## src/rtl/sync_posedge_filter_if.sv

```systemverilog
// Signal bundle between the asynchronous delay generator side and the
// clocked edge filter: raw level in, filtered level and edge events out.
interface sync_posedge_filter_if #(
  parameter int CW = 8
) ();
  logic          x;
  logic          z;
  logic          rise;
  logic          glitch;
  logic [CW-1:0] count;

  modport master (output x, input z, rise, glitch, count);
  modport slave  (input x, output z, rise, glitch, count);
endinterface

```

## src/rtl/sync_posedge_filter.sv

```systemverilog
// Synchronizes an asynchronous level and re-qualifies each rising edge:
// z rises after N consecutive high samples, falls after synchronizer latency.
module sync_posedge_filter #(
  parameter int N  = 5,
  parameter int CW = 8
) (
  input  logic                  clock,
  input  logic                  reset_,
  sync_posedge_filter_if.slave  bus
);

  localparam int CNT_W = $clog2(N);

  localparam logic [1:0] ST_LOW  = 2'd0;
  localparam logic [1:0] ST_WAIT = 2'd1;
  localparam logic [1:0] ST_HIGH = 2'd2;

  if (N < 2) begin : g_bad_n
    $error("sync_posedge_filter: N must be >= 2");
  end

  logic             s1_q, xs_q;
  logic [1:0]       state_q, state_d;
  logic [CNT_W-1:0] cnt_q, cnt_d;
  logic             z_q, z_d;
  logic             rise_q, rise_d;
  logic             glitch_q, glitch_d;
  logic [CW-1:0]    count_q, count_d;

  // NOTE: every output of this block gets a default first, so no path through
  // the case statement leaves a signal unassigned and no latch is inferred.
  always_comb begin
    state_d  = state_q;
    cnt_d    = cnt_q;
    rise_d   = 1'b0;
    glitch_d = 1'b0;
    count_d  = count_q;
    case (state_q)
      ST_LOW: begin
        if (xs_q) begin
          state_d = ST_WAIT;
          cnt_d   = CNT_W'(1);
        end
      end
      ST_WAIT: begin
        if (!xs_q) begin
          state_d  = ST_LOW;
          glitch_d = 1'b1;
          cnt_d    = '0;
        end else if (cnt_q == CNT_W'(N - 1)) begin
          state_d = ST_HIGH;
          rise_d  = 1'b1;
          count_d = count_q + 1'b1;
          cnt_d   = '0;
        end else begin
          cnt_d = cnt_q + 1'b1;
        end
      end
      ST_HIGH: begin
        if (!xs_q) state_d = ST_LOW;
      end
      default: begin
        state_d = ST_LOW;
        cnt_d   = '0;
      end
    endcase
    // z is registered from the next state so it is a clean flop output.
    z_d = (state_d == ST_HIGH);
  end

  // NOTE: sequential state uses non-blocking assignments so every flop
  // samples pre-edge values, which is what makes s1 -> xs a two-stage chain.
  always_ff @(posedge clock or negedge reset_) begin
    if (!reset_) begin
      s1_q     <= 1'b0;
      xs_q     <= 1'b0;
      state_q  <= ST_LOW;
      cnt_q    <= '0;
      z_q      <= 1'b0;
      rise_q   <= 1'b0;
      glitch_q <= 1'b0;
      count_q  <= '0;
    end else begin
      s1_q     <= bus.x;
      xs_q     <= s1_q;
      state_q  <= state_d;
      cnt_q    <= cnt_d;
      z_q      <= z_d;
      rise_q   <= rise_d;
      glitch_q <= glitch_d;
      count_q  <= count_d;
    end
  end

  assign bus.z      = z_q;
  assign bus.rise   = rise_q;
  assign bus.glitch = glitch_q;
  assign bus.count  = count_q;

endmodule

```

## src/flat_wrapper.sv

```systemverilog
// flat-port wrapper written by rule: the top's interface ports become plain ports
module sync_posedge_filter_flat 
#(
  parameter int N  = 5,
  parameter int CW = 8
)
  (clock, reset_, bus_x, bus_z, bus_rise, bus_glitch, bus_count);
  sync_posedge_filter_if #(.CW(CW)) bus_i ();
  input  logic clock;
  input  logic reset_;
  input wire logic [$bits(bus_i.x)-1:0] bus_x;
  output wire logic [$bits(bus_i.z)-1:0] bus_z;
  output wire logic [$bits(bus_i.rise)-1:0] bus_rise;
  output wire logic [$bits(bus_i.glitch)-1:0] bus_glitch;
  output wire logic [$bits(bus_i.count)-1:0] bus_count;
  assign bus_i.x = bus_x;
  assign bus_z = bus_i.z;
  assign bus_rise = bus_i.rise;
  assign bus_glitch = bus_i.glitch;
  assign bus_count = bus_i.count;
  sync_posedge_filter #(.N(N), .CW(CW)) u_core (.clock(clock), .reset_(reset_), .bus(bus_i));
endmodule
```

## config.mk

```make
export PLATFORM = sky130hd
export DESIGN_NAME = sync_posedge_filter_flat
export DESIGN_NICKNAME = d
export VERILOG_FILES = /design/src/rtl/sync_posedge_filter_if.sv /design/src/rtl/sync_posedge_filter.sv /design/src/flat_wrapper.sv
export SDC_FILE = /design/constraint.sdc
export NUM_CORES = 1
export LEC_CHECK = 0
export ABC_AREA = 0
export CORE_MARGIN = 2
export CORE_UTILIZATION = 48
export DETAILED_ROUTE_END_ITERATION = 7
export HOLD_SLACK_MARGIN = 0.06
export PLACE_DENSITY = 0.85
export SYNTH_ARGS = -nofsm -noshare
export SYNTH_HDL_FRONTEND = slang
export SYNTH_SLANG_ARGS = --single-unit
```

## constraint.sdc

```tcl
create_clock -name clock -period 1.59 [get_ports clock]
set_input_delay 0.318 -clock clock [delete_from_list [all_inputs] [get_ports clock]]
set_output_delay 0.318 -clock clock [all_outputs]
set_load 0.1 [all_outputs]
```

==> results.cfg <==
[outcome]
status = finished, final reports clean

[setup_path]
crit_path_end_kind = flop
r2r_start = u_core.cnt_q[0]
reg2reg_to = u_core.bus.count[1]
cp.required_ns = 1.77
cp_top_family = flip-flops
path_buf_inv = 1
ff2ff_path_depth = 5
slowest_delay_ns = 0.41
crit_path_start = u_core.cnt_q[0]
worstPathArrival_ns = 1.68
r2r_slack_ns = 0.09
worstPathCellList = inv_1, ha_1, nand3_2, nor2_4, mux2_2
crit_fanout = 9
critPathSlowestCell = dfrtp_1
crit_path_start_kind = flop
crit_end = u_core.bus.count[1]
worst-path-stages = 5
path_class = flop to flop

[die]
die_h_um = 43.5
core_area_um2 = 1490
die-area_um2 = 1890
rows = 14
die_x_um = 43.5
pin_count = 14
initial_core_util_pct = 50.2

[sta]
setup_viol = 0
hold_viol = 0
rsz0062_at_grt = false
clock-skew-final_ns = 0.00686
max_clock_freq_ghz = 0.665
tns_ns = 0
report.final.slew_viol_count = 0
maxSlewHeadroom_pct = 78.3
min_period_over_period_pct = 94.6
layout_min_cycle_time_ns = 1.50
tightestPinTransition_ns = 0.325

[route]
drt-pass1-iter-count = 4
top_layer = met3
wl_met3_um = 31
vias_per_cell = 5.37
vias = 510
drt-met1-wl_um = 579
ant_nets = 0
remaining_drc_errors = 0
drt_wl_total_mm = 1.29
drt_iter0_drc = 5
wl_per_cell_um = 13.6
dr_wl_met2_um = 683

[clocking]
cts_tree = done
ctsLongestPathBuffers = 2
clkTransAtPathRegs_ns = 0.10
numCtsBuffers = 3
htreeDepth = 1
clk_latency_ns = 0.29
cts_setup_buffers = 0
root_buffer = clkbuf_4
cts.sink_count = 18

[placed_design]
dpl.cell_count = 91
io_buffers = 13
gp_congestion = 0.830
place_hpwl_um = 957

[synth]
synth_top_family_by_area = simple AND/OR/NAND/NOR gates
synth_compound_area_share_pct = 6.20
synthAdderAreaFrac_pct = 5.03
synthMuxAreaShare_pct = 1.51
yosys.area_share.simple_pct = 15.2
synthesis.nets = 67
yosysWarnings = 0
synth_cell_types = 22
ys_seq_area_share_pct = 60.3
syn_inst = 61
avgSynthCellArea_um2 = 12.2
synth-xor-area-share_pct = 8.21
ys_seq_elements = 18
netlist_area_um2 = 747

[power]
p_sw_uw = 309
vdd_drop_max_uv = 825
clkPwrFrac_pct = 27.4
seqPwrFrac_pct = 51.0
power.density_nw_per_um2 = 957
combPwrFrac_pct = 21.6
p_int_uw = 704
p_leak_uw = 0.000480
switching_share_pct = 30.5

[final_layout]
area_growth_pct = 41.7
layoutNonFillerInstCount = 95
drive_above_1_share_pct = 35.4
regArea_um2 = 457
num-fill-cells = 101
finalNetCount = 86
multiInputGateArea_um2 = 275
mostFrequentLayoutCell = dfrtp_1
final_cell_mix = dfrtp_1 (13), buf_12 (11), xnor2_1 (6)
antenna_cells = 0

[run]
maxCapViolations = 0

[global_routing]
grt_usage_pct = 17.4
antenna_found_initial = 0
grt_pass1_vias = 510
grt_max_degree = 19
grt_pass1_wl_mm = 2.31
grt_overflow = 0

[worst_hold_path]
hold_class = primary input to async pin
## worst min path at each step
stage | endpoint | slack [ns] | depth (start not counted)
after floorplan | u_core.bus.count[0] | 0.02 | 0
after global placement | u_core.xs_q | 0.34 | 0
after detailed placement | u_core.xs_q | 0.34 | 0
after CTS | u_core.bus.count[3] | 0.34 | 2
after global routing | u_core.xs_q | 0.34 | 2
final | u_core.state_q[0] | 0.34 | 2
## registers in the layout, indices dropped and copies added, names as in the netlist
register	flops
u_core.bus.z	1
u_core.bus.rise	1
u_core.xs_q	1
u_core.bus.count	8
u_core.cnt_q	3
u_core.state_q	2
u_core.bus.glitch	1
u_core.s1_q	1
## metrics by stage
stage,area [um^2],util [%],setup slack (ns),total power (uW),hold slack (ns)
floorplan,753,-,0.0501,653,0.0224
global placement,1020,68.3,0.0831,735,0.337
detailed placement,1020,68.3,0.0158,746,0.345
CTS,1050,70.8,0.00508,1020,0.339
global route,1060,71.1,0.0218,1060,0.338
finish,1060,71.1,0.0852,1010,0.335
## power by group through the flow
| stage | clock, uW | combinational, uW | sequential (uW) |
|---|---|---|---|
| after detailed placement | 0 | 220 | 526 |
| after CTS | 286 | 220 | 518 |
| after global routing | 307 | 235 | 522 |
| final | 278 | 219 | 517 |
| after floorplan | 0 | 50.5 | 602 |
| after global placement | 0 | 212 | 523 |
## cell type report
| type | count | share of cell area, % |
|---|---|---|
| clock buffers | 4 | 3.43 |
| inverters | 4 | 1.42 |
| multi-input cells | 38 | 26.0 |
| flip-flops and latches | 18 | 43.1 |
| well taps | 16 | 1.89 |
| repair buffers | 15 | 24.1 |
## what timing repair did
item                       CTS  global route
hold buffers                 0             0
resized for setup            0             1
setup endpoints to repair    0             5
## cells in the mapped netlist
master	count	area share (%)
mux2_2	1	1.5
o22ai_1	1	0.84
and3_1	3	2.5
nor2_2	1	0.84
nand3_1	1	0.67
buf_6	1	1.5
o31ai_1	1	1.0
xor2_1	1	1.2
and2_2	1	1.0
a21oi_1	3	2.0
nor2_1	1	0.50
nor3_1	2	1.3
ha_1	3	5.0
nand2b_1	1	0.84
nand3_2	1	1.3
nor2b_1	1	0.84
a31o_2	2	2.3
nand4_1	4	3.3
dfrtp_1	18	60
nand2_1	4	2.0
xnor2_1	6	7.0
inv_1	4	2.0
## cell families (layout without fill, tap and decap cells)
| logic type | after synthesis | in the layout |
|---|---|---|
| DFF | 18 | 18 |
| adders and majority gates | 3 | 3 |
| and+or+nand+nor | 20 | 20 |
| buffers and inverters | 5 | 23 |
| muxes | 1 | 1 |
| xor gates and xnor gates | 7 | 7 |
| AOI/OAI and AO/OA | 7 | 7 |
## metal layers
layer,GRT usage (%),vias to the layer above
met5,0,-
met4,9.09,0
met3,6.67,0
met2,27.2,7
met1,21.1,253
li1,-,250
Note: power is estimated with default switching activity, not from simulation.
